$ cat src/rtl/ctrl_pipe.sv
// ctrl_pipe: ID->EX control unit. It decodes the ID opcode and registers the control
// bundle into EX. It also handles the load-use interlock, MUL occupancy, redirect
// flush, illegal-opcode flagging and a saturating stall counter.
module ctrl_pipe #(
    parameter int unsigned OPW     = 4,
    parameter int unsigned RAW     = 5,
    parameter int unsigned MUL_LAT = 3,
    parameter int unsigned CNTW    = 16
) (
    input  logic            clk,
    input  logic            rst_n,
    input  logic            id_valid,
    output logic            id_ready,
    input  logic [OPW-1:0]  id_op,
    input  logic [RAW-1:0]  id_rs,
    input  logic [RAW-1:0]  id_rt,
    input  logic [RAW-1:0]  id_wa,
    input  logic            ex_redirect,
    output logic            ex_valid,
    output logic            ex_wen,
    output logic            ex_branch,
    output logic            ex_mem_to_reg,
    output logic            ex_mem_write,
    output logic            ex_mem_read,
    output logic            ex_alusrc,
    output logic            ex_regdst,
    output logic            ex_jr,
    output logic            ex_jump,
    output logic            ex_jal,
    output logic            ex_illegal,
    output logic [2:0]      ex_aluop,
    output logic [RAW-1:0]  ex_wa,
    output logic            ex_busy,
    output logic            illegal_seen,
    output logic [CNTW-1:0] stall_cnt
);

    localparam int unsigned MCW = 4;

    typedef enum logic [0:0] {RUN = 1'b0, MWAIT = 1'b1} state_t;

    typedef struct packed {
        logic           valid;
        logic           wen;
        logic           branch;
        logic           mem_to_reg;
        logic           mem_write;
        logic           mem_read;
        logic           alusrc;
        logic           regdst;
        logic           jr;
        logic           jump;
        logic           jal;
        logic           illegal;
        logic [2:0]     aluop;
        logic [RAW-1:0] wa;
        logic           busy;
    } ex_t;

    state_t          state_q, state_d;
    logic [MCW-1:0]  mcnt_q, mcnt_d;
    ex_t             ex_q, ex_d, dec;
    logic            ill_q, ill_d;
    logic [CNTW-1:0] stall_q, stall_d;
    logic [3:0]      op;
    logic            upper_bad;
    logic            uses_rt;
    logic            hz;

    assign op        = id_op[3:0];
    assign upper_bad = (id_op >> 4) != '0;

    // Opcode decode into the EX control bundle; a MUL longer than one cycle starts busy.
    always_comb begin
        dec     = '0;
        uses_rt = 1'b0;
        if (upper_bad || op >= 4'd14) begin
            dec.valid   = 1'b1;
            dec.illegal = 1'b1;
        end else begin
            dec.valid      = 1'b1;
            dec.wa         = id_wa;
            dec.wen        = (op <= 4'd8) || (op == 4'd12);
            dec.aluop      = (op <= 4'd7) ? op[2:0] : ((op == 4'd10) ? 3'd1 : 3'd0);
            dec.branch     = op == 4'd10;
            dec.mem_to_reg = op == 4'd8;
            dec.mem_read   = op == 4'd8;
            dec.mem_write  = op == 4'd9;
            dec.alusrc     = (op == 4'd4) || (op == 4'd5) || (op == 4'd8) || (op == 4'd9);
            dec.regdst     = (op == 4'd9) || (op == 4'd10);
            dec.jr         = op == 4'd13;
            dec.jump       = (op == 4'd11) || (op == 4'd12);
            dec.jal        = op == 4'd12;
            uses_rt        = (op <= 4'd3) || (op == 4'd6) || (op == 4'd7) ||
                             (op == 4'd9) || (op == 4'd10);
            if (op == 4'd7 && MUL_LAT > 1) begin
                dec.wen  = 1'b0;
                dec.busy = 1'b1;
            end
        end
    end

    // Load-use hazard against a load sitting in EX.
    always_comb begin
        hz = ex_q.valid && ex_q.mem_read && (ex_q.wa != '0) &&
             ((ex_q.wa == id_rs) || (uses_rt && (ex_q.wa == id_rt)));
    end

    assign id_ready = (state_q == RUN) && !hz && !ex_redirect;

    // Next-state, EX bundle, sticky illegal and stall counter.
    always_comb begin
        state_d = state_q;
        mcnt_d  = mcnt_q;
        ex_d    = ex_q;
        ill_d   = ill_q | (ex_q.valid & ex_q.illegal);
        stall_d = stall_q;
        if (id_valid && !id_ready && (stall_q != '1)) begin
            stall_d = stall_q + CNTW'(1);
        end
        if (ex_redirect) begin
            ex_d    = '0;
            state_d = RUN;
            mcnt_d  = '0;
        end else if (state_q == MWAIT) begin
            if (mcnt_q <= MCW'(1)) begin
                state_d   = RUN;
                mcnt_d    = '0;
                ex_d.wen  = 1'b1;
                ex_d.busy = 1'b0;
            end else begin
                mcnt_d = mcnt_q - MCW'(1);
            end
        end else if (hz) begin
            ex_d = '0;
        end else if (id_valid) begin
            ex_d = dec;
            if (dec.busy) begin
                state_d = MWAIT;
                mcnt_d  = MCW'(MUL_LAT - 1);
            end
        end else begin
            ex_d = '0;
        end
    end

    // State and output registers.
    always_ff @(posedge clk or negedge rst_n) begin
        if (!rst_n) begin
            state_q <= RUN;
            mcnt_q  <= '0;
            ex_q    <= '0;
            ill_q   <= 1'b0;
            stall_q <= '0;
        end else begin
            state_q <= state_d;
            mcnt_q  <= mcnt_d;
            ex_q    <= ex_d;
            ill_q   <= ill_d;
            stall_q <= stall_d;
        end
    end

    assign ex_valid      = ex_q.valid;
    assign ex_wen        = ex_q.wen;
    assign ex_branch     = ex_q.branch;
    assign ex_mem_to_reg = ex_q.mem_to_reg;
    assign ex_mem_write  = ex_q.mem_write;
    assign ex_mem_read   = ex_q.mem_read;
    assign ex_alusrc     = ex_q.alusrc;
    assign ex_regdst     = ex_q.regdst;
    assign ex_jr         = ex_q.jr;
    assign ex_jump       = ex_q.jump;
    assign ex_jal        = ex_q.jal;
    assign ex_illegal    = ex_q.illegal;
    assign ex_aluop      = ex_q.aluop;
    assign ex_wa         = ex_q.wa;
    assign ex_busy       = ex_q.busy;
    assign illegal_seen  = ill_q;
    assign stall_cnt     = stall_q;

endmodule

$ cat config.mk
export PLATFORM = sky130hd
export DESIGN_NAME = ctrl_pipe
export DESIGN_NICKNAME = d
export VERILOG_FILES = /design/src/rtl/ctrl_pipe.sv
export SDC_FILE = /design/constraint.sdc
export NUM_CORES = 1
export LEC_CHECK = 0
export BUFFER_PORTS_ARGS = -buffer_cell sky130_fd_sc_hd__buf_2
export CAP_MARGIN = 20
export CORE_MARGIN = 4
export CORE_UTILIZATION = 46
export DETAILED_ROUTE_END_ITERATION = 8
export PLACE_DENSITY = 0.76
export SLEW_MARGIN = 20
export SYNTH_ARGS = -nofsm -noshare
export SYNTH_HDL_FRONTEND = slang
export SYNTH_SLANG_ARGS = --single-unit
export TNS_END_PERCENT = 50
$ cat constraint.sdc
create_clock -name clk -period 3 [get_ports clk]
set_clock_uncertainty 0.2 [all_clocks]
set_input_delay 0.15 -clock clk [delete_from_list [all_inputs] [get_ports clk]]
set_output_delay 0.15 -clock clk [all_outputs]
set_load 0.03 [all_outputs]
==> metrics.cfg, run 1 <==
[timing]
max_freq_ghz=0.375
worst_slew_pin_slew_ps=926
layout_setup_ws_ps=336
worst_slew_margin_rel_pct=38.2
holdWs_ps=9.44
post-route-period-util_pct=88.8
finalSetupViolCount=0
report.final.hold_viol_count=0
setup_tns_ps=0
unrepaired_setup_endpoints_after_global_routing=false
number_of_max_slew_violations_in_the_final_report=0
finalCriticalPeriod_ps=2660

[run]
drv.max_cap_violation_count=0

[synth]
synthArstFlopShare_pct=100
synth_top_family_by_area=simple AND/OR/NAND/NOR gates
synthAdderAreaFrac_pct=1.86
ys_seq_area_share_pct=52.0
mappedNetlistArea_mm2=0.00202
synth_compound_gate_area_share_pct=14.3
muxShareOfSynthArea_pct=0.558
yosys.cell_types.count=39
synth.yosys.warnings=0
net_count_synth=211
ys.flop_type=dfrtp_1
synth_area_per_cell_um2=10.9
syn-instance-count=185
synthDominantCellAreaShare_pct=52.0
synth.top_cells.by_area=dfrtp_1, xor2_1, xnor2_1
edff_count_synth=0
synth-simple-area-share_pct=16.8
ys_ff_latch=42
synthDominantAreaCellType=dfrtp_1
synth-xor-area-share_pct=11.7

[clock_network]
cts_tree=done
ctsResizeCount=0
worstSkewPairLatency_ps=280
cts.sink_count=42
cts_inserted_buffers=5
cts-root-to-sink-buffers=2
cts-root-buf=clkbuf_8
cts.clk_slew.worst_paths_ps=70
post-cts-setup-buffer-count=0
htree_levels=2

[placement]
count_of_port_buffers_added_during_placement=61
gp_routability_congestion=0.840
dp_hpwl_um=3350
dp_worst_setup_slack_ps=516

[die]
fp-row-count=23
floorplan_die_height_um=74.3
ioPinCount=62
die_width_um=74.3
fp.dieArea_mm2=0.00551
design.core.area_mm2=0.00412
initial_utilization_pct=49.1

[global_route]
track_usage_pct=17.9
vias_in_the_first_global_route=1595
antenna_found_initial=0
wire_length_of_the_first_global_routing_pass_um=7650
globalRouteOverflowTotal=0
pin_count_of_the_biggest_net_entering_global_routing=43

[routing]
drt_drc_violations_left=0
detailroute.via_count=1659
dr.pass1.iters=4
ant_nets=0
initialDrtViolationCount=80
vias_per_cell=5.44
wire_per_inst_um=15.3
detail_route.wirelength_um=4660

[critical_path]
critical_path.startpoint_type=primary input
critical_path.endpoint_type=flop
r2r_end=stall_cnt[1]$_DFFE_PN0P_
r2r.worst_path.cells=5
regToRegStartpoint=ex_wa[0]$_DFFE_PN0P_
crit_path_max_fanout=11
reg2reg_setup_slack_ps=500
critical_path_class=primary input to flop
worst_ep_required_time_ps=2980
arrival_ps=2640

[power]
pwr_density_cell_mw_per_mm2=528
fin_total_pwr_mw=1.33
leakage_nw=1.27
power.ir.vdd_worst_uv=298

[hold_path]
hold-path-cell-count=2
timing.hold.worst.start=id_op[3]
min_to=ex_jump$_DFFE_PN0P_
hold_class=primary input to flop

[final_layout]
largest_register_ff_count=16
final_layout_size_suffix_gt1_share_pct=29.0
nNetsFinal=282
flow.area_growth_from_synthesis_pct=24.7
num_antenna_cells=0

[run_status]
status=completed

==> cell usage after synthesis (4+ instances only) <==
cell type and n:
nor2b_1 4, dfrtp_1 42, nor3_1 6, a32o_1 10, nand4_1 4, o21ai_1 6, nand2_1 16, nand3_1 13
xnor2_1 13, xor2_1 14, nor2_1 7, o21ai_0 8, inv_1 4
==> power by group <==
part	internal (mW)	switching [mW]	total, mW	leakage, nW
Sequential	0.614	0.0602	0.675	0.569
Clock	0.178	0.176	0.354	0.0431
Combinational	0.105	0.196	0.301	0.661
Total	0.897	0.433	1.33	1.27
==> placed cells by master (no fill, tap or decap), types with 2 or more instances in the layout <==
cell,count
ha_1,3
xnor2_1,13
dfrtp_1,42
nor2_1,7
nand2_2,2
clkbuf_8,6
dlygate4sd3_1,8
nor2b_1,4
o21ai_1,6
nand4_1,4
nand2_1,16
nand3_1,13
a22o_1,3
a32o_1,10
xor2_1,14
and2_1,2
inv_1,4
nand2b_1,2
nor3_1,6
and3_1,3
buf_2,61
o21ai_0,8
a211oi_1,2
a21oi_1,2
==> stage by stage <==
step	area [um2]	util [%]	cells
2_1_floorplan	2020	-	185
6_report	2520	61.2	305
3_5_place_dp	2350	57.2	291
5_1_grt	2520	61.2	305
4_1_cts	2520	61.2	305
3_3_place_gp	2350	57.2	291
==> metal layers <==
layer / global-route usage, % / routed length, um / vias to the layer above
met5: 0 / 0 / -
met4: 6.52 / 61 / 0
met1: 24.8 / 2070 / 808
met2: 28.9 / 2330 / 41
li1: - / - / 805
met3: 2.43 / 197 / 5
==> cells by family (layout without fill, tap and decap cells) <==
family / Yosys count / count (layout)
simple gates: 64 / 64
mux: 1 / 1
buf+inv: 10 / 80
xor+xnor: 27 / 27
compound gates: 38 / 38
flops: 42 / 42
fa+ha+maj: 3 / 3
==> timing repair <==
item	4_1_cts	5_1_grt
hold endpoints to repair	49	0
endpoints found under the setup margin	0	0
hold buffers	8	0
==> worst max path at each step <==
| stage | start | end | slack [ps] | cells after the start |
|---|---|---|---|---|
| global placement | ex_wa[0]$_DFFE_PN0P_ | stall_cnt[1]$_DFFE_PN0P_ | 560 | 5 |
| detailed placement | ex_wa[0]$_DFFE_PN0P_ | stall_cnt[1]$_DFFE_PN0P_ | 520 | 5 |
| global route | id_op[1] | stall_cnt[15]$_DFFE_PN0P_ | 140 | 9 |
| finish | id_op[1] | stall_cnt[11]$_DFFE_PN0P_ | 340 | 9 |
| CTS | id_op[1] | stall_cnt[11]$_DFFE_PN0P_ | 400 | 9 |
| floorplan | ex_wa[0]$_DFFE_PN0P_ | stall_cnt[1]$_DFFE_PN0P_ | 300 | 5 |
==> final cells by class <==
type,instances,area [um2]
clock buffers,6,82.6
fillers,344,1600
inverters,4,15.0
multi-input cells,133,913
flip-flops and latches,42,1050
well taps,50,62.6
repair buffers,70,393
==> worst max-delay path: stages <==
cell and delay, ps:
dlygate4sd3_1 540, buf_2 220, nand2b_1 120, a2111oi_0 470, a22o_1 280, a211oi_4 130, nor4_4 440, nand3_1 150
xnor2_1 140
Power figures use the tool's default switching activity.
==> inputs of run 2 (changes only) <==
--- a/config.mk
+++ b/config.mk
@@ -5,7 +5,7 @@
 export SDC_FILE = /design/constraint.sdc
 export NUM_CORES = 1
 export LEC_CHECK = 0
-export BUFFER_PORTS_ARGS = -buffer_cell sky130_fd_sc_hd__buf_2
+export BUFFER_PORTS_ARGS = -buffer_cell sky130_fd_sc_hd__buf_4
 export CAP_MARGIN = 20
 export CORE_MARGIN = 4
 export CORE_UTILIZATION = 46
==> run 2 against run 1 <==
- total power up 2.2%
- worst setup slack worse by 45 ps
- non-clock buffer count up 1
- count of clock-buffer cells in the layout up 1
- die area unchanged
- fmax down 1.7%
- sequential share of layout area down 2.4 points
- routed wire length up 9.5%
- sequential power about the same
- final area up 6.2%
- utilization up 3.8 points
- critical path type unchanged
- highest routed layer unchanged
==> metrics.cfg, run 2 (synthesis results as in run 1) <==
[run_status]
status=completed

[placement]
dp_hpwl_um=3600
gp_routability_congestion=0.819
place_area_mm2=0.00251
count_of_port_buffers_added_during_placement=61

[routing]
wire_per_inst_um=16.6
initialDrtViolationCount=155
drt_drc_violations_left=0
vias_per_cell=5.41
detail_route.wirelength_um=5100
dr.pass1.iters=5
detailroute.via_count=1661
ant_nets=0

[power]
pwr_density_cell_mw_per_mm2=508
p_int_mw=0.915
power.combinational.fraction_pct=24.9
swShare_pct=32.6
p_switching_mw=0.443
power_frac_clock_pct=25.3
leakage_nw=1.29
sequentialPowerShare_pct=49.8
power.ir.vdd_worst_uv=277

[clock_network]
cts_tree=done
cts-root-to-sink-buffers=2
post-cts-setup-buffer-count=0
postCtsHoldBufs=9
ctsResizeCount=0
htree_levels=2
worstSkewPairLatency_ps=290
cts.clk_slew.worst_paths_ps=80
cts.sink_count=42
cts-root-buf=clkbuf_8
cts_inserted_buffers=5

[global_route]
wire_length_of_the_first_global_routing_pass_um=8180
vias_in_the_first_global_route=1607
track_usage_pct=19.5
pin_count_of_the_biggest_net_entering_global_routing=43
globalRouteOverflowTotal=0
antenna_found_initial=0

[final_layout]
layout.cells.most_common=buf_4
nNetsFinal=283
largest_register_ff_count=16
final_layout_size_suffix_gt1_share_pct=28.4
mostFrequentLayoutCells=buf_4, dfrtp_1, nand2_1
fin_area_mm2=0.00267
flow.area_growth_from_synthesis_pct=32.4
num_antenna_cells=0

[die]
initial_utilization_pct=49.1
fp-row-count=23
floorplan_die_height_um=74.3
ioPinCount=62
design.core.area_mm2=0.00412
fp.dieArea_mm2=0.00551
die_width_um=74.3

[run]
drv.max_cap_violation_count=0

[critical_path]
critical_path_class=primary input to flop
crit_path_max_fanout=8
critical_path.endpoint_type=flop
worst_ep_required_time_ps=2980
r2r_end=stall_cnt[13]$_DFFE_PN0P_
critical_path.startpoint_type=primary input
regToRegStartpoint=ex_wa[0]$_DFFE_PN0P_
arrival_ps=2690
reg2reg_setup_slack_ps=440
crit_end=stall_cnt[13]$_DFFE_PN0P_
setup.worst_path.start=id_op[3]
r2r.worst_path.cells=7

[hold_path]
hold_class=primary input to flop

[timing]
worst_slew_margin_rel_pct=56.6
setup_tns_ps=0
finalSetupViolCount=0
number_of_max_slew_violations_in_the_final_report=0
worst_slew_pin_slew_ps=644
unrepaired_setup_endpoints_after_global_routing=false
finalCriticalPeriod_ps=2710
post-route-period-util_pct=90.3
report.final.hold_viol_count=0
max_freq_ghz=0.369

run 2: power groups by stage:
stage | Combinational, mW | Clock [mW] | Sequential (mW)
finish | 0.339 | 0.344 | 0.677
global route | 0.366 | 0.375 | 0.685
CTS | 0.342 | 0.346 | 0.677
detailed placement | 0.333 | 0 | 0.685
global placement | 0.326 | 0 | 0.685
floorplan | 0.103 | 0 | 0.770
run 2: worst min-delay path by stage:
stage	startpoint	endpoint	slack, ps	cells past startpoint
3_3_place_gp	rst_n	stall_cnt[10]$_DFFE_PN0P_	-30	1
3_5_place_dp	rst_n	stall_cnt[8]$_DFFE_PN0P_	-30	1
5_1_grt	id_op[0]	state_q$_DFF_PN0_	20	3
2_1_floorplan	rst_n	ex_aluop[0]$_DFFE_PN0P_	-350	0
6_report	id_valid	ex_valid$_DFFE_PN0P_	4	3
4_1_cts	id_valid	ex_valid$_DFFE_PN0P_	4	3
run 2: critical path: stages:
cell           delay [ps]
dlygate4sd3_1         550
buf_4                 170
nand2b_1              170
a2111oi_0             500
a22o_1                300
a211oi_4              130
nor4_4                420
nand3_1               160
xnor2_1               150
run 2: area by class of cell:
cell class | count | area (um2)
Fill cell | 338 | 1440
Inverter | 4 | 15.0
Sequential cell | 42 | 1050
Timing Repair Buffer | 71 | 556
Clock buffer | 7 | 76.3
Multi-Input combinational cell | 133 | 913
Tap cell | 50 | 62.6
run 2: metal layers:
metal | global-route usage [%] | share of wire (%) | up-vias
met5 | 0 | 0 | -
met4 | 6.52 | 1.3 | 0
li1 | - | - | 799
met3 | 4.32 | 4.0 | 4
met1 | 26.2 | 45 | 819
met2 | 31.4 | 50 | 39
run 2: through the flow:
step	power (mW)	hold slack, ps	setup WS (ps)	utilization (%)	std cells
2_1_floorplan	0.873	-346	303	-	185
3_3_place_gp	1.01	-34.8	567	60.9	291
3_5_place_dp	1.02	-34.4	498	60.9	291
4_1_cts	1.37	3.60	348	65.0	307
5_1_grt	1.43	20.9	58.6	65.0	307
6_report	1.36	3.70	291	65.0	307
==> inputs of run 3 (changes only) <==
--- a/config.mk
+++ b/config.mk
@@ -9,6 +9,7 @@
 export CAP_MARGIN = 20
 export CORE_MARGIN = 4
 export CORE_UTILIZATION = 46
+export CTS_BUF_LIST = sky130_fd_sc_hd__clkbuf_4 sky130_fd_sc_hd__clkbuf_8 sky130_fd_sc_hd__clkbuf_16
 export DETAILED_ROUTE_END_ITERATION = 8
 export PLACE_DENSITY = 0.76
 export SLEW_MARGIN = 20
==> run 3 against run 2 <==
- critical path depth did not move
- clock power rose by 5%
- non-clock buffer count did not move
- sequential power barely moved
- critical path type unchanged
- final area rose by 0.28%
- utilization rose by 0.18 points
- largest cell class unchanged
- worst hold slack improved by 1.5 ps
- cell count did not move
- combinational power barely moved
- count of clock-buffer cells in the layout did not move
==> metrics.cfg, run 3 (synthesis results as in run 1) <==
[global_route]
vias_in_the_first_global_route=1601
globalRouteOverflowTotal=0
wire_length_of_the_first_global_routing_pass_um=8110
pin_count_of_the_biggest_net_entering_global_routing=43
track_usage_pct=19.3
antenna_found_initial=0

[die]
initial_utilization_pct=49.1
die_width_um=74.3
floorplan_die_height_um=74.3
fp.dieArea_mm2=0.00551
fp-row-count=23
ioPinCount=62
design.core.area_mm2=0.00412

[critical_path]
crit_end=stall_cnt[13]$_DFFE_PN0P_
timing.critical_path.slowest_stage_cell=a2111oi_0
r2r_end=stall_cnt[13]$_DFFE_PN0P_
crit_path_max_fanout=8
critical_path.cell_chain=dlygate4sd3_1, buf_4, nand2b_1, a2111oi_0, a22o_1, a211oi_4, nor4_4, nand3_1, xnor2_1
worst_ep_required_time_ps=2980
r2r.worst_path.cells=7
arrival_ps=2770
critical_path.endpoint_type=flop
critical_path.startpoint_type=primary input
setup.worst_path.start=id_op[3]
cpPeakStageDelay_ps=570
reg2reg_setup_slack_ps=360
regToRegStartpoint=ex_wa[0]$_DFFE_PN0P_
critical_path_class=primary input to flop

[routing]
initialDrtViolationCount=132
vias_per_cell=5.43
dr.pass1.iters=4
detail_route.wirelength_um=5050
detailroute.via_count=1668
wire_per_inst_um=16.4
ant_nets=0
drt_drc_violations_left=0

[placement]
gp_routability_congestion=0.819
dp_hpwl_um=3600
count_of_port_buffers_added_during_placement=61
place_area_mm2=0.00251
placed_cells=291

[final_layout]
final.fill_count=337
nNetsFinal=283
mostFrequentLayoutCells=buf_4, dfrtp_1, nand2_1
num_antenna_cells=0
multi_input_comb_area_um2=913
layout.cells.non_filler=307
layout.cells.most_common=buf_4
fin_area_mm2=0.00268
finalCoreUtilization_pct=65.2
ff_latch_area_mm2=0.00105
largest_register_ff_count=16
final_layout_size_suffix_gt1_share_pct=29.2
flow.area_growth_from_synthesis_pct=32.8

[clock_network]
cts.clk_slew.worst_paths_ps=80
cts_inserted_buffers=5
post-cts-setup-buffer-count=0
postCtsHoldBufs=9
cts_tree=done
htree_levels=2
worstSkewPairLatency_ps=300
cts-root-to-sink-buffers=2
ctsResizeCount=0
cts-root-buf=clkbuf_8
cts.sink_count=42

[timing]
finalSetupViolCount=0
holdWs_ps=5.20
unrepaired_setup_endpoints_after_global_routing=false
finalCriticalPeriod_ps=2780
worst_slew_pin_slew_ps=644
max_freq_ghz=0.359
setup_tns_ps=0
number_of_max_slew_violations_in_the_final_report=0
post-route-period-util_pct=92.8
worst_slew_margin_rel_pct=56.6
report.final.hold_viol_count=0

[power]
pwr_density_cell_mw_per_mm2=514
power.ir.vdd_worst_uv=277
leakage_nw=1.30

[hold_path]
hold_class=primary input to flop

[run]
drv.max_cap_violation_count=0

[run_status]
status=completed

## run 3: critical path, delay by kind of cell
kind                   cells  cell delay (ps)
XOR/XNOR                   1              150
buffers and inverters      2              710
AND/OR/NAND/NOR            3              740
AO/OA/AOI/OAI              3             1010
## run 3: per-stage QoR
| stage | power (mW) | setup WS [ps] |
|---|---|---|
| after floorplan | 0.873 | 303 |
| after global placement | 1.01 | 567 |
| after detailed placement | 1.02 | 498 |
| after CTS | 1.38 | 348 |
| after global routing | 1.44 | 58.6 |
| final | 1.38 | 215 |
## run 3: area by class of cell
type	instances	share of cell area [%]
sequential	42	39.2
tap	50	2.33
timing repair buffer	71	20.7
clock buffer	7	3.13
inverter	4	0.560
multi-input combinational	133	34.1
## run 3: worst min path at each step
stage | startpoint | endpoint | slack (ps) | cells after the start
floorplan | rst_n | ex_aluop[0]$_DFFE_PN0P_ | -350 | 0
global placement | rst_n | stall_cnt[10]$_DFFE_PN0P_ | -30 | 1
detailed placement | rst_n | stall_cnt[8]$_DFFE_PN0P_ | -30 | 1
CTS | id_valid | ex_valid$_DFFE_PN0P_ | 3 | 3
global route | id_op[0] | state_q$_DFF_PN0_ | 20 | 3
finish | id_valid | ex_valid$_DFFE_PN0P_ | 5 | 3
## run 3: per-layer routing
metal / share of wire, % / GRT usage (%) / vias to the layer above
li1: - / - / 800
met1: 45 / 26.3 / 819
met2: 49 / 30.6 / 45
met3: 4.3 / 4.32 / 4
met4: 1.3 / 6.52 / 0
met5: 0 / 0 / -
## run 3: report_power, final
| part | internal, mW | switching (mW) |
|---|---|---|
| logic | 0.141 | 0.197 |
| clock network | 0.178 | 0.184 |
| registers | 0.614 | 0.0622 |
